--- src/rtl/ahblite_cmd_master.sv ---
// AHB-Lite single-transfer initiator: turns a valid/ready command stream into
// pipelined NONSEQ transfers and reports each completion as a one-cycle response.
module ahblite_cmd_master (
    input  logic        HCLK,
    input  logic        HRESETn,
    input  logic        cmd_valid,
    output logic        cmd_ready,
    input  logic        cmd_write,
    input  logic [31:0] cmd_addr,
    input  logic [2:0]  cmd_size,
    input  logic [31:0] cmd_wdata,
    output logic        rsp_valid,
    output logic        rsp_write,
    output logic        rsp_err,
    output logic [31:0] rsp_rdata,
    output logic [31:0] HADDR,
    output logic [1:0]  HTRANS,
    output logic        HWRITE,
    output logic [2:0]  HSIZE,
    output logic [2:0]  HBURST,
    output logic [3:0]  HPROT,
    output logic        HMASTLOCK,
    output logic [31:0] HWDATA,
    input  logic [31:0] HRDATA,
    input  logic        HREADY,
    input  logic        HRESP,
    output logic        busy,
    output logic [7:0]  err_count
);

    typedef enum logic [1:0] {
        TRANS_IDLE   = 2'b00,
        TRANS_NONSEQ = 2'b10
    } htrans_e;

    logic        a_valid;
    logic        a_write;
    logic [31:0] a_addr;
    logic [2:0]  a_size;
    logic [31:0] a_wdata;

    logic        d_valid;
    logic        d_write;
    logic [31:0] d_wdata;

    logic err_active;
    logic a_advance;
    logic d_done;
    logic accept;

    // Both error cycles see HRESP high with the data stage occupied; the
    // pending address is suppressed (IDLE) and kept until the error retires.
    assign err_active = d_valid & HRESP;
    assign a_advance  = a_valid & HREADY & ~err_active;
    assign d_done     = d_valid & HREADY;
    assign cmd_ready  = (~a_valid | HREADY) & ~err_active;
    assign accept     = cmd_valid & cmd_ready;

    assign HTRANS    = (a_valid & ~err_active) ? TRANS_NONSEQ : TRANS_IDLE;
    assign HADDR     = a_addr;
    assign HWRITE    = a_write;
    assign HSIZE     = a_size;
    assign HWDATA    = (d_valid & d_write) ? d_wdata : '0;
    assign HBURST    = 3'b000;
    assign HPROT     = 4'b0011;
    assign HMASTLOCK = 1'b0;
    assign busy      = a_valid | d_valid;

    always_ff @(posedge HCLK or negedge HRESETn) begin
        if (!HRESETn) begin
            a_valid   <= 1'b0;
            a_write   <= 1'b0;
            a_addr    <= '0;
            a_size    <= '0;
            a_wdata   <= '0;
            d_valid   <= 1'b0;
            d_write   <= 1'b0;
            d_wdata   <= '0;
            rsp_valid <= 1'b0;
            rsp_write <= 1'b0;
            rsp_err   <= 1'b0;
            rsp_rdata <= '0;
            err_count <= '0;
        end else begin
            if (accept) begin
                a_valid <= 1'b1;
                a_write <= cmd_write;
                a_addr  <= cmd_addr;
                a_size  <= cmd_size;
                a_wdata <= cmd_wdata;
            end else if (a_advance) begin
                a_valid <= 1'b0;
            end

            if (HREADY) begin
                d_valid <= a_advance;
                if (a_advance) begin
                    d_write <= a_write;
                    d_wdata <= a_wdata;
                end
            end

            rsp_valid <= d_done;
            if (d_done) begin
                rsp_write <= d_write;
                rsp_err   <= HRESP;
                rsp_rdata <= d_write ? '0 : HRDATA;
            end

            if (d_done && HRESP && (err_count != '1)) begin
                err_count <= err_count + 8'd1;
            end
        end
    end

endmodule

--- config.mk ---
export PLATFORM = sky130hd
export DESIGN_NAME = ahblite_cmd_master
export DESIGN_NICKNAME = d
export VERILOG_FILES = /design/src/rtl/ahblite_cmd_master.sv
export SDC_FILE = /design/constraint.sdc
export NUM_CORES = 1
export LEC_CHECK = 0
export CAP_MARGIN = 20
export CORE_MARGIN = 2
export CORE_UTILIZATION = 25
export DETAILED_ROUTE_END_ITERATION = 10
export GPL_ROUTABILITY_DRIVEN = 0
export GPL_TIMING_DRIVEN = 0
export PLACE_DENSITY = 0.6
export RECOVER_POWER = 100
export SYNTH_ARGS = -nofsm -noshare
export SYNTH_HDL_FRONTEND = slang
export SYNTH_SLANG_ARGS = --single-unit
--- constraint.sdc ---
create_clock -name HCLK -period 1.8 [get_ports HCLK]
set_input_delay 0.36 -clock HCLK [delete_from_list [all_inputs] [get_ports HCLK]]
set_output_delay 0.36 -clock HCLK [all_outputs]
set_load 0.1 [all_outputs]
==> reports/metrics.csv, run 1 <==
metric,value,unit
Starting DRT DRC Count,141,
first-pass GRT wire length,26450,um
"commonest non-fill, non-tap cell in the layout",dfrtp_1,
Slew HR,0.2855,
HPWL Detailed,11370,um
Yosys top cell by area,dfrtp_1,
distinct cell type count after synthesis,29,
Synth Cell Area,0.006023,sq mm
antenna-violating nets left,0,
core area,0.02354,sq mm
Multi-input gate area,0.002352,sq mm
CTS Buffer Depth,2,
wire per inst,15.60,um
max-cap viol count,0,
Syn Area/Cell,13.07,sq um
most frequent cells in the layout,"dfrtp_1, clkdlybuf4s50_1, mux2_2",
All-Layer GR Usage,0.1321,
"Seq/Total Area, Yosys",0.6066,
Slew @ Worst Pin,1072,ps
# DRC,0,
Worst-Skew Late Latency,410,ps
num ports,228,
crit path kind,flip-flop to output pin,
crit path DAT,1540,ps
TritonCTS Sinks,146,
Cells after DPL,1005,
"flops & latches, synth",146,
"Req. time, crit path",1440,ps
Post-Route WL,16330,um
Pins Over Slew Limit,0,
Hold Fails Final Rpt,0,
Synth Instances,461,
share of cells above drive strength 1,0.4684,
final setup vio count,34,
vias in the first global route,4713,
largest net degree at the start of global routing,75,
diode count,0,
CTS H-Tree Depth,4,
Worst Setup Start Kind,flip-flop,
post-route minimum period,1900,ps
Layout Skew,9.299,ps
NumNets Final,821,
"top cells by area, synth","dfrtp_1, mux2_2, and3_1",
Initial Util,0.2558,
worst min-delay path class,input port to flip-flop,
row cnt,56,
Root Driver,clkbuf_16,
CTS tree,yes,
die height,159.2,um
total global routing overflow,0,
die span in x,159.2,um
vias after detailed routing,4386,
synthesis warning total,0,
failing checks,negative setup slack,
status,finished with violations,
initial antenna violation count,0,
CP max FO,8,
Fillers,2249,
Register Area,0.003671,sq mm
"Reg clk slew, reported paths",70,ps
Initial DRT Pass Iterations,4,
kind of end point of the critical path,output pin,
Finished Layout Cells,1047,
RSZ-0062 raised after global routing,true,
P&R area growth vs syn,68.11,%
fmax,0.5263,GHz
via-per-instance ratio,4.189,
IO buf count,217,
Tcrit/Tclk final,1.056,
setup ws final,-99.98,ps
Yosys top cell area share,0.6066,
CTS Buf Count,17,
die area,0.02535,sq mm
==> layer usage <==
| metal | wire length (um) | global-route usage | vias up |
|---|---|---|---|
| li1 | - | - | 2076 |
| met4 | 158 | 0.04091 | 0 |
| met3 | 1312 | 0.05105 | 11 |
| met1 | 7178 | 0.1654 | 2154 |
| met5 | 0 | 0 | - |
| met2 | 7683 | 0.2111 | 145 |
==> worst paths after layout <==
check | start | end | slack [ps] | cells after the start
max | d_valid | HWDATA[3] | -100 | 4
min | HREADY | d_valid | 160 | 2
max reg2reg | d_valid | HADDR[28] | 60 | 6
min reg2reg | rsp_rdata[22] | rsp_rdata[22] | 480 | 2
max in group asynchronous | HRESETn | err_count[0] | 160 | 3
min in group asynchronous | HRESETn | a_wdata[16] | 680 | 2
==> cell type report <==
cell class,count,area share
buffer,37,0.03237
clock buffer,19,0.04473
clock inverter,13,0.01693
inverter,3,0.001359
multi-input combinational,281,0.2323
sequential,146,0.3625
tap,319,0.03942
timing repair buffer,229,0.2704
==> sequential cells by signal, indices dropped and copies added (netlist names) <==
name,count
rsp_rdata,32
a_valid,1
HWRITE,1
rsp_err,1
HADDR,32
d_write,1
rsp_valid,1
d_valid,1
a_wdata,32
err_count,8
d_wdata,32
rsp_write,1
HSIZE,3
==> critical path: stages (launching register included) <==
cell and delay, ps:
dfrtp_2 430, buf_12 170, clkbuf_8 150, and3_4 190
buf_12 170
==> stage by stage <==
step	worst slack [ps]	util	area (sq um)	TNS [ps]	hold WS [ps]
after global placement	-7151	0.3705	8722	-958390	461.5
after CTS	-145.6	0.4280	10080	-4127	133.4
after detailed placement	-1230	0.3717	8751	-73370	448.8
after floorplan	-167.9	-	6151	-3867	64.41
after global routing	-161.5	0.4301	10130	-7591	167.2
final	-99.98	0.4301	10130	-2382	155.5
==> cells in the mapped netlist, drive strengths merged <==
master    n
inv       3
a21boi    1
buf      22
mux2i     1
nor2b     1
dfrtp   146
ha        1
mux2    105
nand2    41
o21ai    33
or2       1
clkbuf   16
and3     35
nand4     4
xnor2     1
conb      2
a31oi     1
a22oi     1
o21bai    1
a21oi     1
nor2      4
nand2b   33
nand3     5
o21a      2
==> cells by family after synthesis <==
| logic type | share of synthesized area |
|---|---|
| mux | 0.2036 |
| simple gates | 0.1099 |
| other cells | 0.001247 |
| flops | 0.6066 |
| xor+xnor | 0.001454 |
| buf+inv | 0.03677 |
| compound gates | 0.03843 |
| fa+ha+maj | 0.002077 |
==> repair_timing <==
action / CTS / global route
hold buffers: 1 / 0
buffers inserted: 6 / 1
gates cloned: 2 / 1
setup endpoints to repair: 114 / 39
gates resized for setup: 611 / 21
pin swaps: 2 / 6
hold endpoints to repair: 38 / 0
Power of run 1 is left out: the tool's default activity adds up to more than one toggle a clock period on the data nets, which glitch-free logic cannot reach.
==> run 2, diff against run 1 <==
- CORE_UTILIZATION: 25 -> 44
- CTS_CLUSTER_SIZE: not set -> 8
- PLACE_DENSITY: 0.6 -> 0.9
==> reports/metrics.csv, run 2 (synthesis results as in run 1) <==
metric,value,unit
Fillers,809,
CP max FO,8,
die span in x,121,um
row cnt,42,
"commonest non-fill, non-tap cell in the layout",dfrtp_1,
crit path kind,flip-flop to output pin,
Initial DRT Pass Iterations,6,
share of cells above drive strength 1,0.4726,
IO buf count,217,
num ports,228,
die height,121,um
Met3 Routed Length,1274,um
met2 wire len,9330,um
initial antenna violation count,0,
crit path DAT,1570,ps
post-route minimum period,1926,ps
Pins Over Slew Limit,0,
Slew HR,0.4022,
# DRC,0,
CTS tree,yes,
TritonCTS Sinks,146,
NumNets Final,823,
final setup vio count,33,
"Reg clk slew, reported paths",50,ps
setup ws final,-125.8,ps
CTS Buffer Depth,2,
die area,0.01464,sq mm
core area,0.01330,sq mm
Worst path most repeated cell,buf_12,
Hold Fails Final Rpt,0,
crit-path cells,buf_12 > buf_12 > buf_6 > and3_4 > buf_12,
Post-Route WL,17390,um
CTS H-Tree Depth,4,
fmax,0.5193,GHz
Worst-Skew Late Latency,420,ps
"Req. time, crit path",1440,ps
HPWL Detailed,11410,um
Worst Setup Start Kind,flip-flop,
most frequent cells in the layout,"dfrtp_1, clkdlybuf4s50_1, mux2_2",
DR top layer,met4,
failing checks,negative setup slack,
status,finished with violations,
Cells after DPL,862,
kind of end point of the critical path,output pin,
Critical-path top delay cell,dfrtp_2,
Starting DRT DRC Count,210,
CTS Buf Count,17,
Initial Util,0.4530,
P&R area growth vs syn,64.37,%
Tcrit/Tclk final,1.070,
diode count,0,
Worst R2R Setup Slack,30,ps
Finished Layout Cells,906,
Layout Skew,7.823,ps
largest net degree at the start of global routing,83,
wire per inst,19.19,um
max-cap viol count,0,
vias in the first global route,5131,
Root Driver,clkbuf_16,
vias after detailed routing,4659,
Post-DP Area,0.008572,sq mm
All-Layer GR Usage,0.2468,
worst min-delay path class,input port to flip-flop,
Crit path largest cell delay,430,ps
design area,0.009901,sq mm
via-per-instance ratio,5.142,
Met1 Wirelength,6245,um
antenna-violating nets left,0,
RSZ-0062 raised after global routing,true,
total global routing overflow,0,
Slew @ Worst Pin,896.7,ps
first-pass GRT wire length,27320,um
==> run 2: cell count changes in the layout (fill, tap and decap cells not counted), sizes merged, moves of 2 or more <==
cell,delta
buf,-3
inv,-5
clkbuf,+10
bufinv,-2
==> run 2: cell type report <==
cell class	count	area, sq um	area share
flip-flops and latches	146	3671	0.3708
repair buffers	232	2764	0.2792
multi-input cells	281	2365	0.2388
clock buffers	24	501.7	0.05068
plain buffers	36	289.0	0.02919
well taps	176	220.2	0.02224
clock inverters	8	76.32	0.007709
inverters	3	13.76	0.001390
==> run 2: per-layer routing <==
layer | vias up | GRT usage
met5 | - | 0
met4 | 0 | 0.1083
met3 | 45 | 0.07096
met2 | 204 | 0.4407
met1 | 2331 | 0.2717
li1 | 2079 | -
==> run 2: critical path, delay by kind of cell, from the launching register on <==
kind	cells	cell delay, ps
flip-flops	1	430
AND/OR/NAND/NOR	1	170
buffers and inverters	4	540
==> run 2: metrics by stage <==
stage | worst slack [ps] | utilization | setup TNS, ps | hold slack (ps)
after floorplan | -167.9 | - | -3867 | 64.41
after global placement | -6074 | 0.6426 | -811390 | 461.8
after detailed placement | -1093 | 0.6447 | -65100 | 383.3
after CTS | -132.1 | 0.7462 | -2221 | 146.0
after global routing | -161.4 | 0.7447 | -3336 | 162.0
final | -125.8 | 0.7447 | -1844 | 165.7
==> run 2: final timing paths <==
| kind | to | cells after the start | from |
|---|---|---|---|
| hold reg to reg | rsp_rdata[9] | 2 | rsp_rdata[9] |
| hold / removal | d_valid | 2 | HREADY |
| min in group asynchronous | d_wdata[19] | 2 | HRESETn |
| setup reg to reg | err_count[7] | 7 | d_valid |
| setup / recovery | HWDATA[31] | 5 | d_valid |
| max in group asynchronous | err_count[0] | 3 | HRESETn |
==> run 2: timing repair <==
item | CTS | global route
endpoints found under the hold margin | 64 | 0
gates resized for setup | 615 | 17
setup endpoints to repair | 114 | 52
setup buffers | 9 | 2
cloned | 3 | 0
hold buffers | 1 | 0
pin swaps | 1 | 5
Power of run 2 is left out for the same reason.
==> run 3, diff against run 2 <==
- CORE_MARGIN: 2 -> not set
- CTS_CLUSTER_DIAMETER: not set -> 100
==> reports/metrics.csv, run 3 (synthesis results as in run 1) <==
metric,value,unit
Worst R2R Setup Slack,100,ps
IO buf count,217,
Initial Util,0.4530,
crit-path cells,buf_12 > buf_8 > and3_4 > buf_12,
vias in the first global route,5048,
P&R area growth vs syn,64.19,%
Pins Over Slew Limit,0,
final setup vio count,33,
Worst path most repeated cell,buf_12,
HPWL Detailed,11020,um
diode count,0,
reg2reg path depth,6,
Hold Fails Final Rpt,0,
via-per-instance ratio,5.066,
RSZ-0062 raised after global routing,true,
initial antenna violation count,0,
Worst-Skew Late Latency,420,ps
"Req. time, crit path",1440,ps
Finished Layout Cells,905,
end of the worst hold path,d_valid,
die span in x,119,um
NumNets Final,823,
share of cells above drive strength 1,0.4678,
All-Layer GR Usage,0.2553,
"commonest non-fill, non-tap cell in the layout",dfrtp_1,
RR Startpoint,d_valid,
die area,0.01416,sq mm
CTS H-Tree Depth,4,
status,finished with violations,
core area,0.01330,sq mm
row cnt,42,
# DRC,0,
Starting DRT DRC Count,199,
kind of end point of the critical path,output pin,
Slew @ Worst Pin,879.2,ps
largest net degree at the start of global routing,86,
setup ws final,-45.65,ps
final core utilization,0.7438,
TritonCTS Sinks,146,
Worst Setup Start Kind,flip-flop,
max-cap viol count,0,
wire per inst,19.00,um
worst min-delay path class,input port to flip-flop,
"Reg clk slew, reported paths",60,ps
Crit path largest cell delay,430,ps
Initial DRT Pass Iterations,4,
failing checks,negative setup slack,
fmax,0.5418,GHz
Fillers,819,
CTS Buf Count,17,
Slew HR,0.4139,
die height,119,um
antenna-violating nets left,0,
Cells after DPL,862,
vias after detailed routing,4585,
Min-Delay Startpoint,HREADY,
CP max FO,7,
Hold Path Cell Cnt,2,
CTS tree,yes,
crit path DAT,1490,ps
Critical-path top delay cell,dfrtp_2,
total global routing overflow,0,
Tcrit/Tclk final,1.025,
most frequent cells in the layout,"dfrtp_1, clkdlybuf4s50_1, mux2_2",
num ports,228,
first-pass GRT wire length,27210,um
CTS Buffer Depth,2,
Post-Route WL,17200,um
Worst R2R End,HADDR[29],
post-route minimum period,1846,ps
Layout Skew,9.932,ps
crit path kind,flip-flop to output pin,
Root Driver,clkbuf_16,
## run 3: changes by cell type in the layout (fill, tap and decap cells not counted), sizes merged
cell / previous run / this run
buf: 72 / 78
clkinvlp: 3 / 5
clkinv: 4 / 3
clkdlybuf4s15: 75 / 74
clkdlybuf4s18: 1 / 4
clkbuf: 41 / 31
## run 3: worst max path at each step
stage	end	depth (start not counted)	slack (ps)	startpoint
floorplan	HADDR[22]	7	-170	HREADY
global placement	err_count[0]	1	-5960	HRESETn
detailed placement	HWDATA[0]	4	-1060	d_write
CTS	HWDATA[31]	5	-100	d_valid
global route	HWDATA[23]	4	-70	d_valid
finish	HWDATA[24]	4	-50	d_valid
## run 3: timing repair
item | in CTS | in global routing
endpoints found under the hold margin | 61 | 0
setup buffers | 6 | 3
setup endpoints to repair | 114 | 43
gates cloned | 4 | 0
hold buffers | 1 | 0
resized for setup | 608 | 29
pin swaps | 0 | 1
## run 3: metal layers
metal | vias up | part of all wire | track usage | wire, um
met5 | - | 0 | 0 | 0
li1 | 2084 | - | - | -
met4 | 0 | 0.023 | 0.1092 | 391
met3 | 33 | 0.053 | 0.06082 | 909
met1 | 2290 | 0.37 | 0.2750 | 6383
met2 | 178 | 0.55 | 0.4727 | 9513
## run 3: metrics by stage
stage                     TNS (ps)  instance area (sq um)  worst slack (ps)  hold slack (ps)
after floorplan              -3867                   6151            -167.9            64.41
after global placement     -796770                   8543             -5958            463.0
after detailed placement    -62240                   8572             -1062            370.8
after CTS                    -1833                   9839            -100.4            144.0
after global routing         -2152                   9889            -73.01            161.4
final                        -1121                   9889            -45.65            159.9
## run 3: worst max-delay path: cells and delay by family (launching register included)
kind,cells,cell delay (ps)
DFF,1,430
and+or+nand+nor,1,180
buffers and inverters,3,450
## run 3: final cells by class
| cell class | instances | area (sq um) | area share |
|---|---|---|---|
| Clock inverter | 9 | 82.58 | 0.008350 |
| Tap cell | 176 | 220.2 | 0.02227 |
| Inverter | 3 | 13.76 | 0.001392 |
| Multi-Input combinational cell | 281 | 2355 | 0.2381 |
| Timing Repair Buffer | 231 | 2758 | 0.2788 |
| Clock buffer | 22 | 474.2 | 0.04795 |
| Buffer | 37 | 315.3 | 0.03188 |
| Sequential cell | 146 | 3671 | 0.3712 |
Power of run 3 is left out for the same reason.
